File: src/rtl/fetch_pkg.sv
// Shared types and defaults for the byte-wise instruction fetch unit.
// Optional last-fetch hit buffer is enabled by defining FETCH_HIT_BUF_EN.
package fetch_pkg;

   localparam int unsigned def_size_addr  = 8;
   localparam int unsigned def_word_bytes = 2;

`ifdef FETCH_HIT_BUF_EN
   typedef enum logic [2:0] {
      st_idle  = 3'd0,
      st_issue = 3'd1,
      st_wait  = 3'd2,
      st_done  = 3'd3,
      st_hit   = 3'd4
   } state_e;
`else
   typedef enum logic [2:0] {
      st_idle  = 3'd0,
      st_issue = 3'd1,
      st_wait  = 3'd2,
      st_done  = 3'd3
   } state_e;
`endif

endpackage

File: src/rtl/fetch_unit_if.sv
// CPU-side request/response and memory-side read bus of the fetch unit.
interface fetch_unit_if
   import fetch_pkg::*;
#(
   parameter int unsigned size_addr  = def_size_addr,
   parameter int unsigned word_bytes = def_word_bytes
);
   logic                    start;
   logic [size_addr-1:0]    pc;
   logic                    busy;
   logic                    done;
   logic [8*word_bytes-1:0] word;
   logic                    mem_read;
   logic [size_addr-1:0]    mem_address;
   logic                    mem_ready;
   logic [7:0]              mem_data;

   // Fetch unit side
   modport master (
      input  start, pc, mem_ready, mem_data,
      output busy, done, word, mem_read, mem_address
   );

   // CPU plus memory side
   modport slave (
      output start, pc, mem_ready, mem_data,
      input  busy, done, word, mem_read, mem_address
   );
endinterface

File: src/rtl/fetch_unit.sv
// Byte-wise fetch unit: reads word_bytes consecutive bytes from a byte-wide
// read-only memory and assembles them little-endian. With FETCH_HIT_BUF_EN
// defined, a one-entry buffer returns a repeat fetch of the same pc without
// touching memory.
module fetch_unit
   import fetch_pkg::*;
#(
   parameter int unsigned size_addr  = def_size_addr,
   parameter int unsigned word_bytes = def_word_bytes
) (
   input  logic         clk,
   input  logic         reset,
   fetch_unit_if.master bus
);

   localparam int unsigned word_w = 8 * word_bytes;
   localparam int unsigned k_w    = (word_bytes > 1) ? $clog2(word_bytes) : 1;
   localparam logic [k_w-1:0] k_last = k_w'(word_bytes - 1);

   state_e               state_q, state_d;
   logic [size_addr-1:0] base_q,  base_d;
   logic [size_addr-1:0] addr_q,  addr_d;
   logic [k_w-1:0]       k_q,     k_d;
   logic [word_w-1:0]    asm_q,   asm_d;
   logic [word_w-1:0]    word_q,  word_d;
   logic                 rd_q,    rd_d;
   logic                 busy_q,  busy_d;
   logic                 done_q,  done_d;
`ifdef FETCH_HIT_BUF_EN
   logic [size_addr-1:0] tag_q,   tag_d;
   logic                 valid_q, valid_d;
`endif

   // Next-state and registered-output logic
   always_comb begin
      state_d = state_q;
      base_d  = base_q;
      addr_d  = addr_q;
      k_d     = k_q;
      asm_d   = asm_q;
      word_d  = word_q;
      rd_d    = 1'b0;
      done_d  = 1'b0;
`ifdef FETCH_HIT_BUF_EN
      tag_d   = tag_q;
      valid_d = valid_q;
`endif
      case (state_q)
         st_idle: begin
            // A start coinciding with the done pulse belongs to the old fetch
            if (bus.start && !done_q) begin
               base_d = bus.pc;
               k_d    = '0;
`ifdef FETCH_HIT_BUF_EN
               if (valid_q && (tag_q == bus.pc)) begin
                  state_d = st_hit;
                  asm_d   = word_q;
               end else begin
                  state_d = st_issue;
                  rd_d    = 1'b1;
                  addr_d  = bus.pc;
               end
`else
               state_d = st_issue;
               rd_d    = 1'b1;
               addr_d  = bus.pc;
`endif
            end
         end
         st_issue: begin
            state_d = st_wait;
         end
         st_wait: begin
            if (bus.mem_ready) begin
               for (int unsigned i = 0; i < word_bytes; i++) begin
                  if (k_q == k_w'(i)) begin
                     asm_d[8*i +: 8] = bus.mem_data;
                  end
               end
               if (k_q == k_last) begin
                  state_d = st_done;
               end else begin
                  k_d     = k_q + 1'b1;
                  state_d = st_issue;
                  rd_d    = 1'b1;
                  addr_d  = base_q + size_addr'(k_d);
               end
            end
         end
`ifdef FETCH_HIT_BUF_EN
         st_hit: begin
            state_d = st_done;
         end
`endif
         st_done: begin
            state_d = st_idle;
            done_d  = 1'b1;
            word_d  = asm_q;
`ifdef FETCH_HIT_BUF_EN
            tag_d   = base_q;
            valid_d = 1'b1;
`endif
         end
         default: begin
            state_d = st_idle;
         end
      endcase
`ifdef FETCH_HIT_BUF_EN
      busy_d = (state_d == st_issue) || (state_d == st_wait) || (state_d == st_hit);
`else
      busy_d = (state_d == st_issue) || (state_d == st_wait);
`endif
   end

   // State and output registers
   always_ff @(posedge clk or posedge reset) begin
      if (reset) begin
         state_q <= st_idle;
         base_q  <= '0;
         addr_q  <= '0;
         k_q     <= '0;
         asm_q   <= '0;
         word_q  <= '0;
         rd_q    <= 1'b0;
         busy_q  <= 1'b0;
         done_q  <= 1'b0;
`ifdef FETCH_HIT_BUF_EN
         tag_q   <= '0;
         valid_q <= 1'b0;
`endif
      end else begin
         state_q <= state_d;
         base_q  <= base_d;
         addr_q  <= addr_d;
         k_q     <= k_d;
         asm_q   <= asm_d;
         word_q  <= word_d;
         rd_q    <= rd_d;
         busy_q  <= busy_d;
         done_q  <= done_d;
`ifdef FETCH_HIT_BUF_EN
         tag_q   <= tag_d;
         valid_q <= valid_d;
`endif
      end
   end

   assign bus.busy        = busy_q;
   assign bus.done        = done_q;
   assign bus.word        = word_q;
   assign bus.mem_read    = rd_q;
   assign bus.mem_address = addr_q;

endmodule

File: src/flat_wrapper.sv
// flat-port wrapper written by rule: the top's interface ports become plain ports
module fetch_unit_flat import fetch_pkg::*;
#(
   parameter int unsigned size_addr  = def_size_addr,
   parameter int unsigned word_bytes = def_word_bytes
)
  (clk, reset, bus_start, bus_pc, bus_mem_ready, bus_mem_data, bus_busy, bus_done, bus_word, bus_mem_read, bus_mem_address);
  fetch_unit_if #(.size_addr(size_addr), .word_bytes(word_bytes)) bus_i ();
  input  logic clk;
  input  logic reset;
  input wire logic [$bits(bus_i.start)-1:0] bus_start;
  input wire logic [$bits(bus_i.pc)-1:0] bus_pc;
  input wire logic [$bits(bus_i.mem_ready)-1:0] bus_mem_ready;
  input wire logic [$bits(bus_i.mem_data)-1:0] bus_mem_data;
  output wire logic [$bits(bus_i.busy)-1:0] bus_busy;
  output wire logic [$bits(bus_i.done)-1:0] bus_done;
  output wire logic [$bits(bus_i.word)-1:0] bus_word;
  output wire logic [$bits(bus_i.mem_read)-1:0] bus_mem_read;
  output wire logic [$bits(bus_i.mem_address)-1:0] bus_mem_address;
  assign bus_i.start = bus_start;
  assign bus_i.pc = bus_pc;
  assign bus_i.mem_ready = bus_mem_ready;
  assign bus_i.mem_data = bus_mem_data;
  assign bus_busy = bus_i.busy;
  assign bus_done = bus_i.done;
  assign bus_word = bus_i.word;
  assign bus_mem_read = bus_i.mem_read;
  assign bus_mem_address = bus_i.mem_address;
  fetch_unit #(.size_addr(size_addr), .word_bytes(word_bytes)) u_core (.clk(clk), .reset(reset), .bus(bus_i));
endmodule
File: config.mk
export PLATFORM = sky130hd
export DESIGN_NAME = fetch_unit_flat
export DESIGN_NICKNAME = d
export VERILOG_FILES = /design/src/rtl/fetch_pkg.sv /design/src/rtl/fetch_unit_if.sv /design/src/rtl/fetch_unit.sv /design/src/flat_wrapper.sv
export SDC_FILE = /design/constraint.sdc
export NUM_CORES = 1
export LEC_CHECK = 0
export ABC_AREA = 1
export CAP_MARGIN = 5
export CORE_ASPECT_RATIO = 1.4
export CORE_MARGIN = 10
export CORE_UTILIZATION = 30
export DETAILED_ROUTE_END_ITERATION = 12
export MAX_ROUTING_LAYER = met4
export PLACE_DENSITY = 0.54
export SYNTH_ARGS = -nofsm -noshare
export SYNTH_HDL_FRONTEND = slang
export SYNTH_SLANG_ARGS = --single-unit
File: constraint.sdc
create_clock -name clk -period 2.6 [get_ports clk]
set_clock_uncertainty 0.1 [all_clocks]
set_input_delay 0.52 -clock clk [delete_from_list [all_inputs] [get_ports clk]]
set_output_delay 0.52 -clock clk [all_outputs]
set_load 0.05 [all_outputs]
Yosys cells after proc, flatten, opt, wreduce, memory -nomap -nowiden
Index checks and enable logic that the tools add are counted.
- register bits: 55
- latch bits: 0
- RAM bits: 0
- memory bits (read-only): 0
- input bits: 20
- output and inout port bits: 27
- memories kept: 0
- add/sub/neg operators: 2
- $mul: 0
- divide/modulo/power cells: 0
- order comparisons: 0
- eq/ne operators: 8
- shift-type cells: 0
- muxes and demuxes: 17
- bitwise gates (word level): 1
- reduce and logical (&&, ||, !) cells: 10
- operators with widths (operator ; number):
    two-way mux 8 bit ; 3
    case mux 8 bit (2 select lines) ; 1
    == test 3 x 2 -> 1 bit, second input constant ; 3
    case mux 3 bit (3 select lines) ; 1
    AND reduction 3 bit ; 3
    adder 8 x 1 -> 8 bit ; 1
    two-way mux 1 bit ; 7
    == test 3 x 1 -> 1 bit, second input constant ; 2
    two-way mux 3 bit ; 2
    != test 2 bit, second input constant ; 2
    case mux 1 bit (2 select lines) ; 2
    AND reduction 4 bit ; 1
    zero test 3 bit ; 1
    two-way mux 2 bit ; 1
    != test 2 x 1 -> 1 bit, second input constant ; 1
    AND reduction 2 bit ; 1
    nonzero test 2 bit ; 1
    adder 1 bit, second input constant ; 1
    logical AND 1 bit ; 1
    zero test 1 bit ; 1
    logical OR 1 bit ; 1
    inverter 1 bit ; 1

Logic depth before layout (Yosys ltp)
Gate-level depths: netlist of the first run.
- depth after elaboration: 6
- depth in mapped cells: 9

Worst setup path after synthesis of the first run
OpenSTA, ideal clock, no wires.
- path type: register to register
- start point: register u_core.k_q
- end point: register u_core.addr_q[2] (netlist: u_core.bus.mem_address[2])
- setup time: 118 ps
- arrival: 1353 ps
- data required time: 2382 ps
- setup slack: 1028 ps
- cell stages (with the launch flop): 9
- clock period less this slack: 1572 ps
- path through: dfrtp_1 -> inv_1 -> ha_1 -> ha_1 -> or2_2 -> nand3_1 -> o21ai_0 -> nand2_1 -> nand2_1
- word-level cells in the longest chain between the ends: 5
- elaborated cells on any way between the ends: 7
- RTL lines (item ; RTL line ; source):
    start: declaration ; fetch_unit.sv:23 ; logic [k_w-1:0] k_q, k_d;
    start signal: assignment ; fetch_unit.sv:135 ; k_q <= k_d;
    adder 1 bit ; fetch_unit.sv:83 ; k_d = k_q + 1'b1;
    adder 8 x 1 -> 8 bit ; fetch_unit.sv:86 ; addr_d = base_q + size_addr'(k_d);
    two-way mux 8 bit ; fetch_unit.sv:80 ; if (k_q == k_last) begin
    two-way mux 8 bit ; fetch_unit.sv:74 ; if (bus.mem_ready) begin
    case mux 8 bit (2 select lines) ; fetch_unit.sv:48 ; case (state_q)
    end signal: assignment ; fetch_unit.sv:134 ; addr_q <= addr_d;
    end: declaration ; fetch_unit.sv:22 ; logic [size_addr-1:0] addr_q, addr_d;
Parallel ways exist; a longest one is shown, timed or not. The select of a mux whose other input is x is not followed.
A chain may end at the register's enable or synchronous reset.

Worst setup path after layout of the first run
- start point: register u_core.addr_q[3] (netlist: u_core.bus.mem_address[3])
- end point: output bus_mem_address[3]
- RTL lines (item ; RTL line ; source):
    end: declaration ; flat_wrapper.sv:19 ; output wire logic [$bits(bus_i.mem_address)-1:0] bus_mem_address;
No word-level cell between the ends.

==> run_results.csv, run 1 <==
group,metric,value,unit
floorplan,fp.coreArea,7800,um^2
cells_and_area,final_net_count,342,
yosys,yosysUniqueCellTypes,24,
outcome,status,"completed",
yosys,yosysTopAreaCellShare,0.572,
timing,period_needed,2.13,ns
place,pre_cts_slack,0.488,ns
timing,drv_slew,0,
yosys,ys_seq_area_frac,0.572,
worst_setup_path,regToRegSetupSlack,0.90,ns
clock_tree,clk_pin_slew,0.10,ns
timing,fin_ws,0.467,ns
worst_setup_path,critPathMaxStageDelay,0.82,ns
worst_hold_path,hold_path_class,"reg2reg",
cells_and_area,fin_area,3090,um^2
clock_tree,clock_path_buffers,2,
worst_setup_path,r2r-end,"u_core.bus.mem_address[7]",
place,port_buffers,46,
place,dpl.hpwl,3910,um
worst_setup_path,arrival,1.51,ns
detailed_routing,ant_nets,0,
global_routing,grt_usage,0.0892,
flow_run,drv_cap,0,
floorplan,rows,38,
timing,fmax,469,MHz
global_routing,grt-ovfl-total,0,
worst_setup_path,critical-path-slowest-cell,"clkdlybuf4s50_1",
worst_setup_path,ff2ff_path_depth,9,
cells_and_area,area_delta_synth_final,28.4,%
clock_tree,clock_latency,0.30,ns
yosys,avgSynthCellArea,8.84,um^2
floorplan,die_h,126,um
cells_and_area,n_antenna_cell,0,
floorplan,die_area,12000,um^2
detailed_routing,wl_per_cell,12.4,um
yosys,yosys_warnings,0,
worst_setup_path,crit_end,"bus_mem_address[3]",
clock_tree,post-cts-setup-buffers,0,
detailed_routing,drtIter0Drc,63,
yosys,syn_inst,272,
timing,post-route-period-util,0.821,
clock_tree,ctsHoldBuffers,0,
clock_tree,cts_made_buffers,5,
global_routing,grt_pass1_wl,8440,um
clock_tree,cts-root-buf,"clkbuf_8",
global_routing,grt_max_degree,34,
worst_setup_path,timing.critical_path.cells,"clkdlybuf4s50_1",
worst_setup_path,end_kind,"output port",
global_routing,antenna_found_initial,0,
power,total_power,3.13,mW
detailed_routing,wl,5190,um
power,switching_share,0.406,
cells_and_area,final_util,0.396,
timing,fin_setup_tns,0,ns
yosys,synth_area,2400,um^2
detailed_routing,dr.pass1.iters,4,
clock_tree,clock_sinks,55,
timing,setup_violations,0,
floorplan,io_pins,47,
worst_setup_path,startpoint,"u_core.bus.mem_address[3]",
power,power_frac_seq,0.406,
cells_and_area,drive_gt1_frac,0.119,
worst_setup_path,worstPathRequired,1.98,ns
place,routabilityCongestion,0.751,
power,powerDensity,1010,nW/um^2
clock_tree,cts_resized,0,
timing,worst_pin_slew,0.570,ns
power,switchingPower,1.27,mW
floorplan,die_width,95.7,um
power,p_clk_frac,0.176,
yosys,synth_top_cell_by_area,"dfrtp_1",
worst_setup_path,crit_cells,1,
cells_and_area,fill_cells,825,
yosys,ys_seq_elements,55,
clock_tree,cts_tree,"yes",
power,ir_drop,380,uV
worst_setup_path,cpLargestDelayFamily,"buffers and inverters",
yosys,ys_top_cells_by_area,"dfrtp_1 (57%), nand2_1 (11%), o21ai_0 (5.2%), a21oi_2 (5.1%), inv_1 (5.0%)",
detailed_routing,vias_per_cell,4.37,
clock_tree,htree_levels,2,
worst_setup_path,r2r_start,"u_core.state_q[0]",
worst_setup_path,worst_setup_path_start_kind,"register",
worst_setup_path,crit_fanout,2,
power,share_comb_of_total_power,0.418,
worst_setup_path,path_class,"reg2out",
timing,finalHoldViolCount,0,
timing,relSlewSlack,0.619,
detailed_routing,vias,1835,
floorplan,start_util,0.308,
cells_and_area,final_common_cell,"nand2_1",
cells_and_area,final_cell_mix,"nand2_1 (72), dfrtp_1 (55), clkdlybuf4s50_1 (46)",
timing,rsz0062_at_grt,"no",
yosys,syn_nets,294,
power,internal_power,1.86,mW
place,place_area,2980,um^2
worst_setup_path,cp_num_buf_inv,1,
global_routing,grt_pass1_vias,1749,
power,leakagePower,1.51,nW
detailed_routing,drc,0,
[power by group through the flow]
stage,Sequential (mW),Clock [mW],Combinational [mW]
after global placement,1.29,0,1.32
final,1.27,0.550,1.31
after floorplan,1.81,0,0.343
after detailed placement,1.29,0,1.33
after CTS,1.28,0.574,1.33
after global routing,1.30,0.605,1.40
[registers in the layout (all words and copies together) (netlist names)]
name / cells
u_core.state_q: 3
u_core.bus.mem_read: 1
u_core.bus.busy: 1
u_core.k_q: 1
u_core.base_q: 8
u_core.bus.word: 16
u_core.asm_q: 16
u_core.bus.done: 1
u_core.bus.mem_address: 8
[logic make-up (layout without fill, tap and decap cells)]
| group | Yosys count | after routing | synth area share |
|---|---|---|---|
| adder cells (fa/ha/maj) | 2 | 2 | 0.0104 |
| buffers and inverters | 43 | 91 | 0.0760 |
| AO/OA/AOI/OAI | 44 | 44 | 0.116 |
| flip-flops | 55 | 55 | 0.572 |
| other | 1 | 1 | 0.00156 |
| AND/OR/NAND/NOR | 127 | 127 | 0.224 |
[routing by layer]
layer	vias to the layer above	part of all wire	routed length, um	global-route usage
li1	942	-	-	-
met1	852	0.44	2310	0.105
met2	36	0.50	2580	0.147
met3	5	0.047	243	0.0202
met4	0	0.012	63	0.0261
met5	-	0	0	-
[cells in the mapped netlist]
master    count
nand3_2       1
a21oi_1       3
conb_1        1
buf_1         1
nand2_4       1
nand2_2       2
nand3_1      21
buf_6         2
inv_1        32
nor2_2        3
nand2_1      72
buf_4         1
or2_2         1
a21oi_2      14
o21ai_0      25
o22ai_1       1
inv_2         1
ha_1          2
dfrtp_1      55
o21ai_2       1
nor2_4        1
clkbuf_1      4
nor2_1       25
buf_2         2
[metrics by stage]
step | hold WS (ns) | std cells
5_1_grt | 0.410 | 420
2_1_floorplan | 0.342 | 272
3_3_place_gp | 0.356 | 413
3_5_place_dp | 0.364 | 413
6_report | 0.384 | 420
4_1_cts | 0.389 | 420
[layout make-up]
class | count | area (um^2) | area share
sequential | 55 | 1380 | 0.446
multi-input combinational | 174 | 846 | 0.274
timing repair buffer | 51 | 510 | 0.165
tap | 100 | 125 | 0.0405
inverter | 33 | 124 | 0.0401
clock buffer | 5 | 68.8 | 0.0223
clock inverter | 2 | 37.5 | 0.0122
[how the worst min path moves through the flow]
stage                     endpoint               start  depth (start not counted)  slack (ns)
3_3_place_gp   u_core.bus.word[15]    u_core.asm_q[15]                          2        0.36
5_1_grt         u_core.bus.word[2]  u_core.bus.word[2]                          2        0.41
3_5_place_dp    u_core.bus.word[7]  u_core.bus.word[7]                          2        0.36
6_report        u_core.bus.word[7]     u_core.asm_q[7]                          2        0.38
4_1_cts         u_core.bus.word[7]     u_core.asm_q[7]                          2        0.39
2_1_floorplan  u_core.bus.word[15]    u_core.asm_q[15]                          2        0.34
(Power assumes the default switching activity.)
==> run 2, diff against run 1 <==
clock period = 2.25 ns   (was 2.6 ns; I/O delays follow)
==> run 2 against run 1 <==
Die area did not move. Clock power increased by 15%. Sequential power grew 15%. Count of clock-buffer cells in the layout stayed put. Hold slack got worse by 0.0096 ns. Global-route usage grew 0.26 points. Register-to-register slack got worse by 0.35 ns. Combinational power increased by 16%. Non-clock buffer count up 1. Utilization is 0.26 points higher. Critical endpoint unchanged. Largest cell class unchanged. Largest power group unchanged. Highest routed layer unchanged.
==> run_results.csv, run 2 (synthesis results as in run 1) <==
group,metric,value,unit
outcome,status,"completed",
clock_tree,htree_levels,2,
timing,fmax,482,MHz
timing,fin_setup_tns,0,ns
cells_and_area,final_common_cell,"nand2_1",
power,leakagePower,1.52,nW
global_routing,grt_usage,0.0919,
global_routing,antenna_found_initial,0,
timing,post-route-period-util,0.922,
detailed_routing,vias,1810,
timing,finalHoldViolCount,0,
cells_and_area,fill_cells,824,
worst_setup_path,critical-path-slowest-cell,"clkdlybuf4s50_1",
clock_tree,cts_made_buffers,5,
timing,worst_pin_slew,0.527,ns
place,place_area,3000,um^2
floorplan,start_util,0.308,
clock_tree,clock_path_buffers,2,
clock_tree,clock_latency,0.30,ns
detailed_routing,drtIter0Drc,75,
timing,period_needed,2.08,ns
cells_and_area,n_antenna_cell,0,
timing,hold_ws,0.374,ns
power,ir_drop,468,uV
clock_tree,clk_pin_slew,0.09,ns
worst_setup_path,path_class,"reg2out",
timing,setup_violations,0,
worst_setup_path,worst_setup_path_start_kind,"register",
clock_tree,ctsHoldBuffers,0,
place,port_buffers,46,
cells_and_area,final_cell_mix,"nand2_1 (72), dfrtp_1 (55), clkdlybuf4s50_1 (46)",
worst_setup_path,cp_num_buf_inv,1,
floorplan,die_area,12000,um^2
detailed_routing,wl,5180,um
clock_tree,cts_tree,"yes",
place,dpl.hpwl,3950,um
worst_setup_path,worstPathRequired,1.70,ns
floorplan,die_width,95.7,um
worst_setup_path,arrival,1.53,ns
timing,rsz0062_at_grt,"no",
global_routing,grt_max_degree,56,
timing,drv_slew,0,
floorplan,fp.coreArea,7800,um^2
global_routing,grt_pass1_vias,1757,
worst_setup_path,timing.critical_path.cells,"clkdlybuf4s50_1",
global_routing,grt_pass1_wl,8770,um
flow_run,drv_cap,0,
cells_and_area,final_net_count,343,
detailed_routing,drc,0,
place,routabilityCongestion,0.777,
floorplan,io_pins,47,
clock_tree,cts_resized,0,
floorplan,rows,38,
global_routing,grt-ovfl-total,0,
worst_setup_path,cpLargestDelayFamily,"buffers and inverters",
detailed_routing,dr.pass1.iters,4,
detailed_routing,vias_per_cell,4.30,
cells_and_area,fin_area,3110,um^2
timing,relSlewSlack,0.648,
worst_hold_path,hold_path_class,"reg2reg",
worst_setup_path,critPathMaxStageDelay,0.82,ns
clock_tree,cts-root-buf,"clkbuf_8",
clock_tree,clock_sinks,55,
worst_setup_path,crit_fanout,2,
worst_setup_path,end_kind,"output port",
detailed_routing,wl_per_cell,12.3,um
clock_tree,post-cts-setup-buffers,0,
power,powerDensity,1160,nW/um^2
cells_and_area,drive_gt1_frac,0.121,
detailed_routing,ant_nets,0,
cells_and_area,area_delta_synth_final,29.2,%
floorplan,die_h,126,um
## run 2: cell types whose count changed in the layout (fill, tap and decap cells not counted), sizes merged
cell	change
buf	+1
## run 2: power breakdown
part	internal [mW]	leakage, nW	switching (mW)
Sequential	1.30	0.655	0.163
Clock	0.326	0.0502	0.307
Combinational	0.523	0.812	0.995
Total	2.15	1.52	1.46
## run 2: metal layers
layer | vias up | global-route usage | part of all wire
met5 | - | - | 0
met4 | 0 | 0.0261 | 0.014
met3 | 7 | 0.0226 | 0.054
met2 | 33 | 0.153 | 0.50
met1 | 828 | 0.105 | 0.43
li1 | 942 | - | -
## run 2: area by class of cell
cell class | instances | area [um^2] | share of cell area
Clock buffer | 5 | 68.8 | 0.0221
Multi-Input combinational cell | 174 | 846 | 0.272
Sequential cell | 55 | 1380 | 0.443
Tap cell | 100 | 125 | 0.0403
Inverter | 33 | 124 | 0.0399
Clock inverter | 2 | 37.5 | 0.0121
Timing Repair Buffer | 52 | 531 | 0.171
## run 2: metrics by stage
stage | total power [mW] | setup slack (ns) | utilization | instances
after floorplan | 2.49 | 0.357 | - | 272
after global placement | 3.02 | 0.233 | 0.385 | 414
after detailed placement | 3.03 | 0.215 | 0.385 | 414
after CTS | 3.67 | 0.140 | 0.399 | 421
after global routing | 3.83 | 0.110 | 0.399 | 421
final | 3.61 | 0.175 | 0.399 | 421
## run 2: worst paths after layout
path | from | to | slack (ns) | depth (start not counted)
setup / recovery | u_core.bus.mem_address[3] | bus_mem_address[3] | 0.17 | 1
hold / removal | u_core.asm_q[7] | u_core.bus.word[7] | 0.37 | 2
setup reg to reg | u_core.state_q[0] | u_core.bus.mem_address[6] | 0.55 | 9
hold reg to reg | u_core.asm_q[7] | u_core.bus.word[7] | 0.37 | 2
max in group asynchronous | reset | u_core.bus.mem_address[4] | 1.40 | 3
min in group asynchronous | reset | u_core.bus.word[6] | 0.40 | 3
==> run 3, diff against run 2 <==
PLACE_DENSITY = 0.47   (was 0.54)
==> run 3 against run 2 <==
Critical path depth unchanged. Fmax increased by 0.14%. Sequential power about the same. Sequential cell count unchanged. Global-route usage increased by 0.25 points.
==> run_results.csv, run 3 (synthesis results as in run 1) <==
group,metric,value,unit
detailed_routing,vias_per_cell,4.26,
cells_and_area,drive_gt1_frac,0.124,
power,powerDensity,1160,nW/um^2
timing,relSlewSlack,0.659,
detailed_routing,wl_per_cell,12.4,um
timing,post-route-period-util,0.921,
detailed_routing,wl,5230,um
place,pre_cts_slack,0.291,ns
power,share_comb_of_total_power,0.421,
timing,fin_setup_tns,0,ns
worst_setup_path,critPathMaxStageDelay,0.83,ns
power,leakagePower,1.52,nW
cells_and_area,final_cell_mix,"nand2_1 (72), dfrtp_1 (55), clkdlybuf4s50_1 (46)",
timing,setup_violations,0,
clock_tree,cts_made_buffers,5,
clock_tree,clk_pin_slew,0.10,ns
cells_and_area,stdcell_count,422,
global_routing,antenna_found_initial,0,
clock_tree,cts_tree,"yes",
worst_setup_path,timing.critical_path.cells,"clkdlybuf4s50_1",
outcome,status,"completed",
worst_setup_path,path_class,"reg2out",
floorplan,start_util,0.308,
clock_tree,ctsHoldBuffers,0,
detailed_routing,drtIter0Drc,41,
floorplan,die_area,12000,um^2
clock_tree,clock_path_buffers,2,
floorplan,die_h,126,um
worst_setup_path,crit_cells,1,
timing,drv_slew,0,
worst_hold_path,holdPathStages,2,
clock_tree,cts-root-buf,"clkbuf_8",
timing,hold_ws,0.390,ns
global_routing,grt-ovfl-total,0,
clock_tree,clock_latency,0.30,ns
place,routabilityCongestion,0.738,
power,switchingPower,1.46,mW
floorplan,io_pins,47,
global_routing,grt_pass1_vias,1833,
worst_setup_path,end_kind,"output port",
clock_tree,htree_levels,2,
cells_and_area,final_common_cell,"nand2_1",
cells_and_area,area_delta_synth_final,29.0,%
cells_and_area,n_antenna_cell,0,
detailed_routing,dr.pass1.iters,4,
detailed_routing,ant_nets,0,
worst_setup_path,worstPathRequired,1.70,ns
power,internal_power,2.15,mW
floorplan,rows,38,
clock_tree,clock_sinks,55,
global_routing,grt_pass1_wl,9040,um
power,total_power,3.61,mW
cells_and_area,final_net_count,344,
worst_setup_path,critical-path-slowest-cell,"clkdlybuf4s50_1",
worst_setup_path,arrival,1.52,ns
timing,fin_ws,0.178,ns
place,port_buffers,46,
detailed_routing,drc,0,
worst_setup_path,cpLargestDelayFamily,"buffers and inverters",
global_routing,grt_max_degree,56,
floorplan,die_width,95.7,um
global_routing,grt_usage,0.0943,
flow_run,drv_cap,0,
power,ir_drop,604,uV
floorplan,fp.coreArea,7800,um^2
timing,fmax,483,MHz
power,power_frac_seq,0.403,
power,p_clk_frac,0.176,
power,switching_share,0.405,
worst_setup_path,worst_setup_path_start_kind,"register",
timing,finalHoldViolCount,0,
worst_hold_path,hold_path_class,"reg2reg",
detailed_routing,vias,1796,
worst_setup_path,crit_fanout,2,
timing,period_needed,2.07,ns
place,dp.cells,415,
worst_setup_path,ff2ff_path_depth,8,
timing,worst_pin_slew,0.510,ns
worst_setup_path,cp_num_buf_inv,1,
timing,rsz0062_at_grt,"no",
clock_tree,post-cts-setup-buffers,0,
clock_tree,cts_resized,0,
place,dpl.hpwl,3920,um
run 3: cell count changes in the layout (fill, tap and decap cells not counted), sizes merged:
cell	before	now
buf	6	7
run 3: cell type report:
cell class	count	area [um^2]
multi-input cells	174	846
flip-flops and latches	55	1380
clock inverters	2	37.5
repair buffers	53	526
fillers	816	4690
clock buffers	5	68.8
well taps	100	125
inverters	33	124
run 3: worst paths after layout:
check                                start                   endpoint  slack, ns
max in group asynchronous            reset  u_core.bus.mem_address[2]       1.39
min                        u_core.asm_q[7]         u_core.bus.word[7]       0.39
max reg2reg                     u_core.k_q  u_core.bus.mem_address[2]       0.54
min reg2reg                u_core.asm_q[7]         u_core.bus.word[7]       0.39
max                        u_core.bus.done                   bus_done       0.18
min in group asynchronous            reset         u_core.bus.word[5]       0.41
run 3: per-stage QoR:
stage               instance area, um^2   util
finish                             3100  0.398
floorplan                          2400      -
CTS                                3100  0.398
global route                       3100  0.398
global placement                   3000  0.384
detailed placement                 3000  0.384
run 3: worst register-to-register path: cells and delay by family (launching register included):
kind	cells	cell delay (ns)
buffers and inverters	1	0.08
AOI/OAI and AO/OA	1	0.09
and+or+nand+nor	4	0.48
adders and majority gates	2	0.46
DFF	1	0.41
run 3: power groups by stage:
stage	Sequential (mW)	Clock, mW	Combinational (mW)
2_1_floorplan	2.09	0	0.397
3_3_place_gp	1.47	0	1.54
3_5_place_dp	1.48	0	1.54
4_1_cts	1.46	0.665	1.55
5_1_grt	1.50	0.713	1.64
6_report	1.45	0.637	1.52
run 3: routing by layer:
layer | vias up | GRT usage | routed length [um]
li1 | 942 | - | -
met1 | 810 | 0.113 | 2360
met2 | 37 | 0.153 | 2500
met3 | 7 | 0.0214 | 303
met4 | 0 | 0.0261 | 66
met5 | - | - | 0
